<file path="config.mk">
export PLATFORM = sky130hd
export DESIGN_NAME = matmul_seq_flat
export DESIGN_NICKNAME = d
export VERILOG_FILES = /design/src/rtl/matmul_seq_if.sv /design/src/rtl/matmul_seq.sv /design/src/flat_wrapper.sv
export SDC_FILE = /design/constraint.sdc
export NUM_CORES = 1
export LEC_CHECK = 0
export CAP_MARGIN = 20
export CORE_MARGIN = 4
export CORE_UTILIZATION = 60
export CTS_BUF_LIST = sky130_fd_sc_hd__clkbuf_4 sky130_fd_sc_hd__clkbuf_8 sky130_fd_sc_hd__clkbuf_16
export DETAILED_ROUTE_END_ITERATION = 8
export HOLD_SLACK_MARGIN = 0.06
export PLACE_DENSITY = 0.92
export SLEW_MARGIN = 10
export SYNTH_ARGS = -nofsm -noshare
export SYNTH_HDL_FRONTEND = slang
export SYNTH_SLANG_ARGS = --single-unit
export TNS_END_PERCENT = 10
</file>
<file path="constraint.sdc">
create_clock -name clk -period 23 [get_ports clk]
set_input_delay 4.6 -clock clk [delete_from_list [all_inputs] [get_ports clk]]
set_output_delay 4.6 -clock clk [all_outputs]
set_load 0.03 [all_outputs]
</file>
<file path="src/rtl/matmul_seq_if.sv">
// Handshake and register-file read bus for the sequential 4x4 matrix multiplier.
// The slave modport is the multiplier; the master side is loader plus result consumer.
interface matmul_seq_if #(
  parameter int DW = 8,
  parameter int RW = 2*DW+2
);
  logic          start;
  logic          busy;
  logic          done;
  logic [4:0]    rd_addr_1;
  logic [4:0]    rd_addr_2;
  logic [4:0]    rd_addr_3;
  logic [4:0]    rd_addr_4;
  logic [DW-1:0] rd_data_1;
  logic [DW-1:0] rd_data_2;
  logic [DW-1:0] rd_data_3;
  logic [DW-1:0] rd_data_4;
  logic          res_valid;
  logic          res_ready;
  logic [RW-1:0] res_data;
  logic [3:0]    res_idx;

  modport slave (
    input  start, rd_data_1, rd_data_2, rd_data_3, rd_data_4, res_ready,
    output busy, done, rd_addr_1, rd_addr_2, rd_addr_3, rd_addr_4,
           res_valid, res_data, res_idx
  );

  modport master (
    output start, rd_data_1, rd_data_2, rd_data_3, rd_data_4, res_ready,
    input  busy, done, rd_addr_1, rd_addr_2, rd_addr_3, rd_addr_4,
           res_valid, res_data, res_idx
  );
endinterface

</file>
<file path="src/rtl/matmul_seq.sv">
// Sequential 4x4 unsigned matrix multiply: two products per cycle, one C element
// every two cycles, results delivered through a valid/ready output register.
module matmul_seq #(
  parameter int DW = 8,
  parameter int RW = 2*DW+2
) (
  input  logic         clk,
  input  logic         rst_n,
  matmul_seq_if.slave  bus
);

  typedef enum logic [1:0] {IDLE, RUN, DRAIN} state_t;

  state_t        state_q, state_d;
  logic [3:0]    elem_q, elem_d;
  logic          phase_q, phase_d;
  logic [RW-1:0] acc_q, acc_d;
  logic [RW-1:0] res_data_q, res_data_d;
  logic [3:0]    res_idx_q, res_idx_d;
  logic          res_valid_q, res_valid_d;
  logic          done_q, done_d;

  logic [1:0]    row, col;
  logic [RW-1:0] d1, d2, d3, d4, pair_sum;
  logic [4:0]    a1, a2, a3, a4;
  logic          accept;

  assign row = elem_q[3:2];
  assign col = elem_q[1:0];

  // Widen before multiplying so the products are not truncated to DW bits.
  assign d1 = RW'(bus.rd_data_1);
  assign d2 = RW'(bus.rd_data_2);
  assign d3 = RW'(bus.rd_data_3);
  assign d4 = RW'(bus.rd_data_4);
  assign pair_sum = d1 * d2 + d3 * d4;

  assign accept = res_valid_q && bus.res_ready;

  always_comb begin
    state_d     = state_q;
    elem_d      = elem_q;
    phase_d     = phase_q;
    acc_d       = acc_q;
    res_data_d  = res_data_q;
    res_idx_d   = res_idx_q;
    res_valid_d = res_valid_q;
    done_d      = 1'b0;
    a1 = '0;
    a2 = '0;
    a3 = '0;
    a4 = '0;

    if (accept) res_valid_d = 1'b0;

    case (state_q)
      IDLE: begin
        // start on the done cycle is dropped as well
        if (bus.start && !done_q) begin
          state_d = RUN;
          elem_d  = '0;
          phase_d = 1'b0;
          acc_d   = '0;
        end
      end
      RUN: begin
        // phase selects k = {0,1} or {2,3}; A row block at 0, B at 16
        a1 = {1'b0, row, phase_q, 1'b0};
        a2 = {1'b1, phase_q, 1'b0, col};
        a3 = {1'b0, row, phase_q, 1'b1};
        a4 = {1'b1, phase_q, 1'b1, col};
        if (!phase_q) begin
          acc_d   = pair_sum;
          phase_d = 1'b1;
        end else if (!res_valid_q || bus.res_ready) begin
          res_data_d  = acc_q + pair_sum;
          res_idx_d   = elem_q;
          res_valid_d = 1'b1;
          phase_d     = 1'b0;
          elem_d      = elem_q + 4'd1;
          if (elem_q == 4'd15) state_d = DRAIN;
        end
      end
      DRAIN: begin
        if (accept) begin
          state_d = IDLE;
          done_d  = 1'b1;
        end
      end
      default: state_d = IDLE;
    endcase
  end

  always_ff @(posedge clk) begin
    if (!rst_n) begin
      state_q     <= IDLE;
      elem_q      <= '0;
      phase_q     <= 1'b0;
      acc_q       <= '0;
      res_data_q  <= '0;
      res_idx_q   <= '0;
      res_valid_q <= 1'b0;
      done_q      <= 1'b0;
    end else begin
      state_q     <= state_d;
      elem_q      <= elem_d;
      phase_q     <= phase_d;
      acc_q       <= acc_d;
      res_data_q  <= res_data_d;
      res_idx_q   <= res_idx_d;
      res_valid_q <= res_valid_d;
      done_q      <= done_d;
    end
  end

  assign bus.busy      = (state_q != IDLE);
  assign bus.done      = done_q;
  assign bus.res_valid = res_valid_q;
  assign bus.res_data  = res_data_q;
  assign bus.res_idx   = res_idx_q;
  assign bus.rd_addr_1 = a1;
  assign bus.rd_addr_2 = a2;
  assign bus.rd_addr_3 = a3;
  assign bus.rd_addr_4 = a4;

endmodule
</file>
<file path="src/flat_wrapper.sv">
// flat-port wrapper written by rule: the top's interface ports become plain ports
module matmul_seq_flat 
#(
  parameter int DW = 8,
  parameter int RW = 2*DW+2
)
  (clk, rst_n, bus_start, bus_rd_data_1, bus_rd_data_2, bus_rd_data_3, bus_rd_data_4, bus_res_ready, bus_busy, bus_done, bus_rd_addr_1, bus_rd_addr_2, bus_rd_addr_3, bus_rd_addr_4, bus_res_valid, bus_res_data, bus_res_idx);
  matmul_seq_if #(.DW(DW), .RW(RW)) bus_i ();
  input  logic clk;
  input  logic rst_n;
  input wire logic [$bits(bus_i.start)-1:0] bus_start;
  input wire logic [$bits(bus_i.rd_data_1)-1:0] bus_rd_data_1;
  input wire logic [$bits(bus_i.rd_data_2)-1:0] bus_rd_data_2;
  input wire logic [$bits(bus_i.rd_data_3)-1:0] bus_rd_data_3;
  input wire logic [$bits(bus_i.rd_data_4)-1:0] bus_rd_data_4;
  input wire logic [$bits(bus_i.res_ready)-1:0] bus_res_ready;
  output wire logic [$bits(bus_i.busy)-1:0] bus_busy;
  output wire logic [$bits(bus_i.done)-1:0] bus_done;
  output wire logic [$bits(bus_i.rd_addr_1)-1:0] bus_rd_addr_1;
  output wire logic [$bits(bus_i.rd_addr_2)-1:0] bus_rd_addr_2;
  output wire logic [$bits(bus_i.rd_addr_3)-1:0] bus_rd_addr_3;
  output wire logic [$bits(bus_i.rd_addr_4)-1:0] bus_rd_addr_4;
  output wire logic [$bits(bus_i.res_valid)-1:0] bus_res_valid;
  output wire logic [$bits(bus_i.res_data)-1:0] bus_res_data;
  output wire logic [$bits(bus_i.res_idx)-1:0] bus_res_idx;
  assign bus_i.start = bus_start;
  assign bus_i.rd_data_1 = bus_rd_data_1;
  assign bus_i.rd_data_2 = bus_rd_data_2;
  assign bus_i.rd_data_3 = bus_rd_data_3;
  assign bus_i.rd_data_4 = bus_rd_data_4;
  assign bus_i.res_ready = bus_res_ready;
  assign bus_busy = bus_i.busy;
  assign bus_done = bus_i.done;
  assign bus_rd_addr_1 = bus_i.rd_addr_1;
  assign bus_rd_addr_2 = bus_i.rd_addr_2;
  assign bus_rd_addr_3 = bus_i.rd_addr_3;
  assign bus_rd_addr_4 = bus_i.rd_addr_4;
  assign bus_res_valid = bus_i.res_valid;
  assign bus_res_data = bus_i.res_data;
  assign bus_res_idx = bus_i.res_idx;
  matmul_seq #(.DW(DW), .RW(RW)) u_core (.clk(clk), .rst_n(rst_n), .bus(bus_i));
endmodule
</file>
Yosys cells after proc, flatten, opt, wreduce, memory -nomap -nowiden
Cells that the tools add are included.
{ "classes": {"shift": 0, "n_div": 0, "n_eq_ne": 9, "n_mul": 2, "order_cmp": 0, "bitwise": 0, "addsub": 3, "n_reduce_logical": 14, "muxes": 26} }
{ "op_table": {"columns": ["cell", "count"], "rows": [
  ["adder 18 bit", 2],
  ["2-to-1 mux 18 bit", 2],
  ["one-hot mux 18 bit (2 select lines)", 1],
  ["multiplier 8 x 8 -> 16 bit", 2],
  ["2-to-1 mux 4 bit", 5],
  ["2-to-1 mux 2 bit", 5],
  ["2-to-1 mux 5 bit", 2],
  ["!= test 2 x 1 -> 1 bit, second input constant", 5],
  ["2-to-1 mux 1 bit", 8],
  ["one-hot mux 4 bit (2 select lines)", 1],
  ["one-hot mux 2 bit (3 select lines)", 1],
  ["AND reduction 3 bit", 2],
  ["AND reduction 5 bit", 1],
  ["adder 4 x 1 -> 4 bit, second input constant", 1],
  ["== test 4 bit, second input constant", 1],
  ["AND reduction 2 bit", 2],
  ["AND reduction 4 bit", 1],
  ["nonzero test 2 bit", 2],
  ["== test 2 x 1 -> 1 bit, second input constant", 1],
  ["== test 2 bit, second input constant", 1],
  ["logical AND 1 bit", 2],
  ["logical NOT 1 bit", 2],
  ["logical NOT 2 bit", 1],
  ["!= test 2 bit, second input constant", 1],
  ["2 further kinds", 2]
]} }
{ "word_totals": {"output_inout_bits": 45, "ram_bits": 0, "mem_count": 0, "romBits": 0, "latchBits": 0, "wordCells": 62, "regBits": 49, "inputBits": 36} }

Logic depth before layout (Yosys ltp)
Gate-level depths: netlist (run 1).
{ "depth": {"depth_word": 5, "mapped_depth": 28, "ltp_nobuf": 27} }

Worst setup path after synthesis (run 1)
Ideal clock, no wire load.
{ "synth_path": {"path_type": "input to register", "from": "in bus_rd_data_1[1]", "to": "reg u_core.res_data_q[16] (netlist: u_core.bus.res_data[16])", "t_arrival_ps": 10283, "slack_ps": 12595, "cell_stages": 25, "n_path_buf": 0, "t_required_ps": 22878, "cell_sequence": "and2_1 > fa_1 > fa_1 > fa_1 > inv_1 > fa_1 > inv_1 > ha_1 > nor3_1 > nor2_1 > a31o_2 > a21oi_1 > xnor2_1 > ha_1 > a21o_1 > a21o_1 > a21o_1 > or3_1 > and2_1 > ha_1 > a21oi_1 > o21ai_0 > inv_1 > a21oi_1 > a311o_1"} }
{ "synth_via": {"elab_chain_cells": 3} }
{ "synth_lines": {"columns": ["item", "line", "text"], "rows": [
  ["start, declared", "flat_wrapper.sv:12", "input wire logic [$bits(bus_i.rd_data_1)-1:0] bus_rd_data_1;"],
  ["multiplier 8 x 8 -> 16 bit", "matmul_seq.sv:36", "assign pair_sum = d1 * d2 + d3 * d4;"],
  ["adder 18 bit", "matmul_seq.sv:36", null],
  ["adder 18 bit", "matmul_seq.sv:76", "res_data_d = acc_q + pair_sum;"],
  ["end signal, assigned", "matmul_seq.sv:109", "res_data_q <= res_data_d;"],
  ["end, declared", "matmul_seq.sv:18", "logic [RW-1:0] res_data_q, res_data_d;"]
]} }
No other way between the ends.
A chain may end at the register's enable or synchronous reset.

Worst setup path after layout (run 1)
{ "layout_path": {"from": "in bus_rd_data_4[7]", "to": "reg u_core.res_data_q[15] (netlist: u_core.bus.res_data[15])"} }
{ "layout_via": {"elab_chain_cells": 3} }
{ "layout_lines": {"columns": ["item", "line", "text"], "rows": [
  ["start, declared", "flat_wrapper.sv:15", "input wire logic [$bits(bus_i.rd_data_4)-1:0] bus_rd_data_4;"],
  ["multiplier 8 x 8 -> 16 bit", "matmul_seq.sv:36", null],
  ["adder 18 bit", "matmul_seq.sv:36", null],
  ["adder 18 bit", "matmul_seq.sv:76", null]
]} }
No other way between the ends.

==> run_results.csv, run 1 <==
group,metric,value,unit
synth,ys_ff_latch,48,
worst_setup_path,end_kind,"flip-flop",
synth,synth-seq-area-share,12.7,%
sta,hold_violations,0,
synth,synth_edf_count,0,
placement,place_area,8380,um^2
cells_and_area,drive_gt1_share,2.96,%
placement,gp_congestion,0.923,
synth,postSynthAreaPerCell,8.53,um^2
clock_tree,clock_path_buffers,2,
sta,max_freq,0.0887,GHz
worst_setup_path,timing.rr.start,"u_core.acc_q[0]",
clock_tree,cts_resized,0,
route,drt-total-wl,15.9,mm
flow_run,drv_cap,0,
status,status,"finished clean",
global_routing,grt_pass1_wl,28.0,mm
synth,synthXorXnorAreaFrac,5.45,%
synth,synth_common_cells,"123 x and2_1, 116 x inv_1, 107 x ha_1",
worst_setup_path,worst_ep_arrival_time,11.45,ns
sta,period_share,49.0,%
synth,muxShareOfSynthArea,0.282,%
worst_setup_path,r2r_end,"u_core.bus.res_data[16]",
global_routing,first_global_vias,6264,
global_routing,grt_max_degree,46,
synth,synth_area_leaders,"fa_1 20%, ha_1 18%, dfxtp_1 13%",
clock_tree,clk_latency,0.29,ns
cells_and_area,finish.net_count,1163,
synth,synth_most_common_cell,"and2_1",
cells_and_area,antenna_cells,0,
clock_tree,clock-sinks,48,
cells_and_area,fin_area,8560,um^2
cells_and_area,num-fill-cells,911,
clock_tree,cts_tree,"yes",
die,die-area,14400,um^2
die,ios,81,
synth,synthSimpleGateAreaFrac,21.0,%
route,drc_errors,0,
clock_tree,cts_hold_buf,0,
die,coreArea,12200,um^2
synth,synth_top_family_by_area,"adder cells",
synth,yosys_most_used_dff,"dfxtp_1",
worst_setup_path,rr_worst_depth,8,
die,initial_core_util,62.1,%
route,avgRoutedWirePerCell,14.3,um
synth,synth_cell_types,58,
route,viasPerCell,5.61,
worst_setup_path,rrSetupSlack,20.43,ns
route,dr.pass1.iters,5,
die,die_w,120,um
hold_path,min_to,"u_core.bus.res_data[0]",
worst_setup_path,path_max_fanout,8,
clock_tree,htree_levels,2,
synth,synth-compound-area-share,15.2,%
synth,synthAdderAreaFrac,37.3,%
synth,async_reset_ff_share,0,%
die,rows,40,
synth,synth_top_area_share,19.6,%
sta,setup_tns,0,ns
sta,slew_headroom,32.3,%
hold_path,min_from,"u_core.bus.res_data[0]",
sta,setup_violations,0,
sta,worst_slew_pin_slew,1.01,ns
hold_path,hold_path.class,"reg -> reg",
clock_tree,cts_setup_buffers,0,
global_routing,antenna_found_initial,0,
sta,min_period,11.27,ns
worst_setup_path,critPathLaunchType,"primary input",
route,via_count,6259,
sta,fin_skew,0.00288,ns
route,drtAntennaViolNets,0,
global_routing,grt_remaining_overflow,0,
global_routing,track_usage,22.9,%
clock_tree,clkTransAtPathRegs,0.06,ns
hold_path,hold_depth,2,
die,die_h,120,um
clock_tree,cts_buffers,5,
worst_setup_path,criticalPathCategory,"in -> reg",
route,drtIter0Drc,410,
sta,rsz0062_at_grt,"false",
clock_tree,root_buffer,"clkbuf_16",
sta,finalMaxSlewViolations,0,
synth,synth_warnings,0,
cells_and_area,syn2layout_area_growth,13.4,%
placement,hpwl,13.1,mm
placement,io_buffers,76,
worst_setup_path,required,23.18,ns
synth,synthCells,885,
synth,yosys.area.top_type,"fa_1",
synth,netlist_area,7550,um^2
-- sequential cells by signal, summed over array words and instances (netlist names) --
signal / flops
u_core.bus.res_data: 18
u_core.acc_q: 17
u_core.bus.res_idx: 4
u_core.elem_q: 4
u_core.state_q: 2
u_core.bus.done: 1
u_core.bus.res_valid: 1
u_core.phase_q: 1
-- per-stage QoR --
step	setup WS (ns)	instances	hold WS (ns)	util, %
final	11.73	1115	0.465	70.4
after detailed placement	11.55	1107	0.454	68.9
after global placement	11.69	1107	0.438	68.9
after CTS	11.81	1115	0.467	70.4
after floorplan	12.60	888	0.425	-
after global routing	11.33	1115	0.490	70.4
-- layout by cell type (no fill, tap or decap), drive strengths merged, types with 8 or more instances in the layout --
cell type        n
xor2            16
nand3           21
nor3             9
fa              74
a21oi           41
nor2b           12
o211ai          12
dfxtp           48
nor2            28
inv            116
and2           124
o21ai           29
a21boi          10
ha             107
a21o            15
clkdlybuf4s50   76
nand2           75
xnor2           31
a22o             8
-- cell families (layout without fill, tap and decap cells) --
group | after synthesis | in the layout
xor gates and xnor gates | 47 | 47
DFF | 48 | 48
other | 1 | 4
buffers and inverters | 143 | 202
AOI/OAI and AO/OA | 167 | 167
and+or+nand+nor | 296 | 296
adders and majority gates | 181 | 181
muxes | 2 | 2
-- critical path, stage by stage --
cell and delay, ns:
clkdlybuf4s50_1 0.62, nand2_1 0.13, fa_1 0.52, fa_1 0.56
inv_1 0.06, fa_1 0.53, inv_1 0.06, fa_1 0.53
inv_1 0.04, ha_1 0.33, nand2_1 0.10, o211ai_1 0.24
xor2_1 0.22, ha_1 0.32, a21oi_1 0.24, o21bai_1 0.13
a31oi_1 0.32, nor2_1 0.11, xor2_1 0.18, ha_1 0.41
nand4_1 0.14, nor4_1 0.30, nor2_1 0.16, a21oi_1 0.19
mux2i_1 0.09, a311o_1 0.31
-- metal layers --
| metal | up-vias | wire [um] | global-route usage [%] |
|---|---|---|---|
| met4 | 0 | 292 | 6.16 |
| met1 | 2973 | 6650 | 28.6 |
| li1 | 3069 | - | - |
| met5 | - | 0 | 0 |
| met3 | 29 | 788 | 2.06 |
| met2 | 188 | 8210 | 42.1 |
-- layout make-up --
class | instances | area (um^2) | share of cell area [%]
Clock buffer | 6 | 139 | 1.62
Clock inverter | 2 | 38.8 | 0.453
Inverter | 116 | 435 | 5.09
Multi-Input combinational cell | 697 | 6000 | 70.1
Sequential cell | 48 | 961 | 11.2
Tap cell | 168 | 210 | 2.46
Timing Repair Buffer | 78 | 776 | 9.06
-- worst max path at each step --
stage,start,to,slack [ns],cells past startpoint
finish,bus_rd_data_4[7],u_core.bus.res_data[15],11.73,26
global route,bus_rd_data_4[7],u_core.bus.res_data[15],11.33,25
CTS,bus_rd_data_4[7],u_core.bus.res_data[15],11.81,26
detailed placement,bus_rd_data_4[7],u_core.bus.res_data[15],11.55,26
global placement,bus_rd_data_4[6],u_core.bus.res_data[15],11.69,26
floorplan,bus_rd_data_1[1],u_core.bus.res_data[16],12.60,25
Power of run 1 is not shown: default switching activity piles up to over one toggle a cycle in this logic, so the estimate is an artifact.
==> run 2, diff against run 1 <==
--- a/config.mk
+++ b/config.mk
@@ -7,11 +7,11 @@
 export LEC_CHECK = 0
 export CAP_MARGIN = 20
 export CORE_MARGIN = 4
-export CORE_UTILIZATION = 60
+export CORE_UTILIZATION = 54
 export CTS_BUF_LIST = sky130_fd_sc_hd__clkbuf_4 sky130_fd_sc_hd__clkbuf_8 sky130_fd_sc_hd__clkbuf_16
 export DETAILED_ROUTE_END_ITERATION = 8
 export HOLD_SLACK_MARGIN = 0.06
-export PLACE_DENSITY = 0.92
+export PLACE_DENSITY = 0.88
 export SLEW_MARGIN = 10
 export SYNTH_ARGS = -nofsm -noshare
 export SYNTH_HDL_FRONTEND = slang
==> constraint.sdc (replaced) <==
create_clock -name clk -period 9.52 [get_ports clk]
set_input_delay 1.904 -clock clk [delete_from_list [all_inputs] [get_ports clk]]
set_output_delay 1.904 -clock clk [all_outputs]
set_load 0.03 [all_outputs]
==> run 2 against run 1 <==
Critical endpoint unchanged. Utilization fell by 6.7 points. Wire length down 0.48%. Global-route usage shrank 2.4 points. Sequential share of layout area barely moved. Critical path depth stayed put. Non-clock buffer count is the same. Clock-buffer cell count did not move. Critical path type unchanged.
==> run_results.csv, run 2 (same netlist as run 1, synthesis figures left out) <==
group,metric,value,unit
global_routing,grt_remaining_overflow,0,
sta,worst_slew_pin_slew,1.04,ns
clock_tree,cts_buffers,5,
status,status,"finished clean",
cells_and_area,num-fill-cells,1164,
route,dr.pass1.iters,5,
clock_tree,root_buffer,"clkbuf_16",
sta,max_freq,0.117,GHz
cells_and_area,mostFrequentLayoutCells,"123 x and2_1, 116 x inv_1, 107 x ha_1, 76 x clkdlybuf4s50_1, 75 x nand2_1",
placement,hpwl,13.3,mm
cells_and_area,seq_area,961,um^2
route,avgRoutedWirePerCell,14.1,um
clock_tree,cts_hold_buf,0,
worst_setup_path,cp-startpoint,"bus_rd_data_4[6]",
placement,gp_congestion,0.872,
placement,io_buffers,76,
clock_tree,clk_latency,0.28,ns
cells_and_area,multiInputGateArea,6000,um^2
cells_and_area,antenna_cells,0,
worst_setup_path,critPathMaxStageDelay,0.62,ns
die,rows,42,
worst_setup_path,path_buf_inv,4,
die,ios,81,
die,initial_core_util,56.1,%
clock_tree,cts_setup_buffers,0,
clock_tree,clock-sinks,48,
worst_setup_path,end_kind,"flip-flop",
worst_setup_path,path_common_cell,"fa_1",
route,via_count,6183,
route,viasPerCell,5.51,
clock_tree,htree_levels,2,
sta,setup_violations,0,
global_routing,antenna_found_initial,0,
hold_path,min_from,"u_core.state_q[0]",
global_routing,grt_pass1_wl,28.2,mm
route,drc_errors,0,
hold_path,hold_path.class,"reg -> reg",
route,drtIter0Drc,324,
cells_and_area,final_common_cell,"and2_1",
sta,setup_tns,0,ns
clock_tree,clock_path_buffers,2,
cells_and_area,largest_reg_flops,18,
worst_setup_path,crit_family,"adder cells",
die,die-area,15900,um^2
worst_setup_path,worst_ep_arrival_time,8.72,ns
worst_setup_path,path_max_fanout,8,
flow_run,drv_cap,0,
cells_and_area,drive_gt1_share,2.96,%
die,coreArea,13500,um^2
die,die_h,126,um
sta,period_share,89.8,%
sta,fin_skew,0.00249,ns
worst_setup_path,criticalPathCategory,"in -> reg",
clock_tree,clkTransAtPathRegs,0.06,ns
route,drt-total-wl,15.9,mm
cells_and_area,syn2layout_area_growth,13.5,%
route,drtAntennaViolNets,0,
worst_setup_path,cp_slowest_cell,"clkdlybuf4s50_1",
worst_setup_path,required,9.69,ns
sta,min_period,8.55,ns
worst_setup_path,critPathLaunchType,"primary input",
global_routing,grt_max_degree,46,
sta,rsz0062_at_grt,"false",
sta,slew_headroom,30.3,%
worst_setup_path,timing.rr.start,"u_core.acc_q[0]",
die,die_w,126,um
sta,finalMaxSlewViolations,0,
global_routing,track_usage,20.5,%
clock_tree,cts_tree,"yes",
cells_and_area,finish.net_count,1163,
global_routing,first_global_vias,6411,
clock_tree,cts_resized,0,
sta,hold_violations,0,
==> run 2: cell counts in the layout (fill, tap and decap cells not counted) <==
No cell type changed its count.
==> run 2: per-layer routing <==
| metal | GRT usage, % | vias to the layer above | share of wire (%) |
|---|---|---|---|
| met5 | 0 | - | 0 |
| met4 | 6.18 | 0 | 2.7 |
| met3 | 2.12 | 32 | 3.8 |
| met2 | 37.7 | 158 | 50 |
| met1 | 25.1 | 2915 | 44 |
| li1 | - | 3078 | - |
==> run 2: path summary, 6_finish.rpt <==
path                                                end  slack (ns)  cells past startpoint
worst max register to register  u_core.bus.res_data[16]        7.05                      8
worst min-delay path                    u_core.bus.done        0.45                      1
worst max-delay path            u_core.bus.res_data[15]        0.97                     26
worst min register to register          u_core.bus.done        0.45                      1
==> run 2: cell type report <==
cell class,instances,share of cell area [%]
flip-flops and latches,48,11.2
clock buffers,6,1.62
multi-input cells,697,70.0
repair buffers,78,9.05
inverters,116,5.08
well taps,176,2.57
clock inverters,2,0.452
==> run 2: per-stage QoR <==
stage / utilization, % / setup WS, ns / hold slack, ns / instance area (um^2) / instances
after floorplan: - / 1.81 / 0.425 / 7560 / 888
after global placement: 62.4 / 0.882 / 0.441 / 8390 / 1115
after detailed placement: 62.4 / 0.749 / 0.443 / 8390 / 1115
after CTS: 63.7 / 1.01 / 0.451 / 8570 / 1123
after global routing: 63.7 / 0.482 / 0.482 / 8570 / 1123
final: 63.7 / 0.971 / 0.452 / 8570 / 1123
Power of run 2 is left out for the same reason.
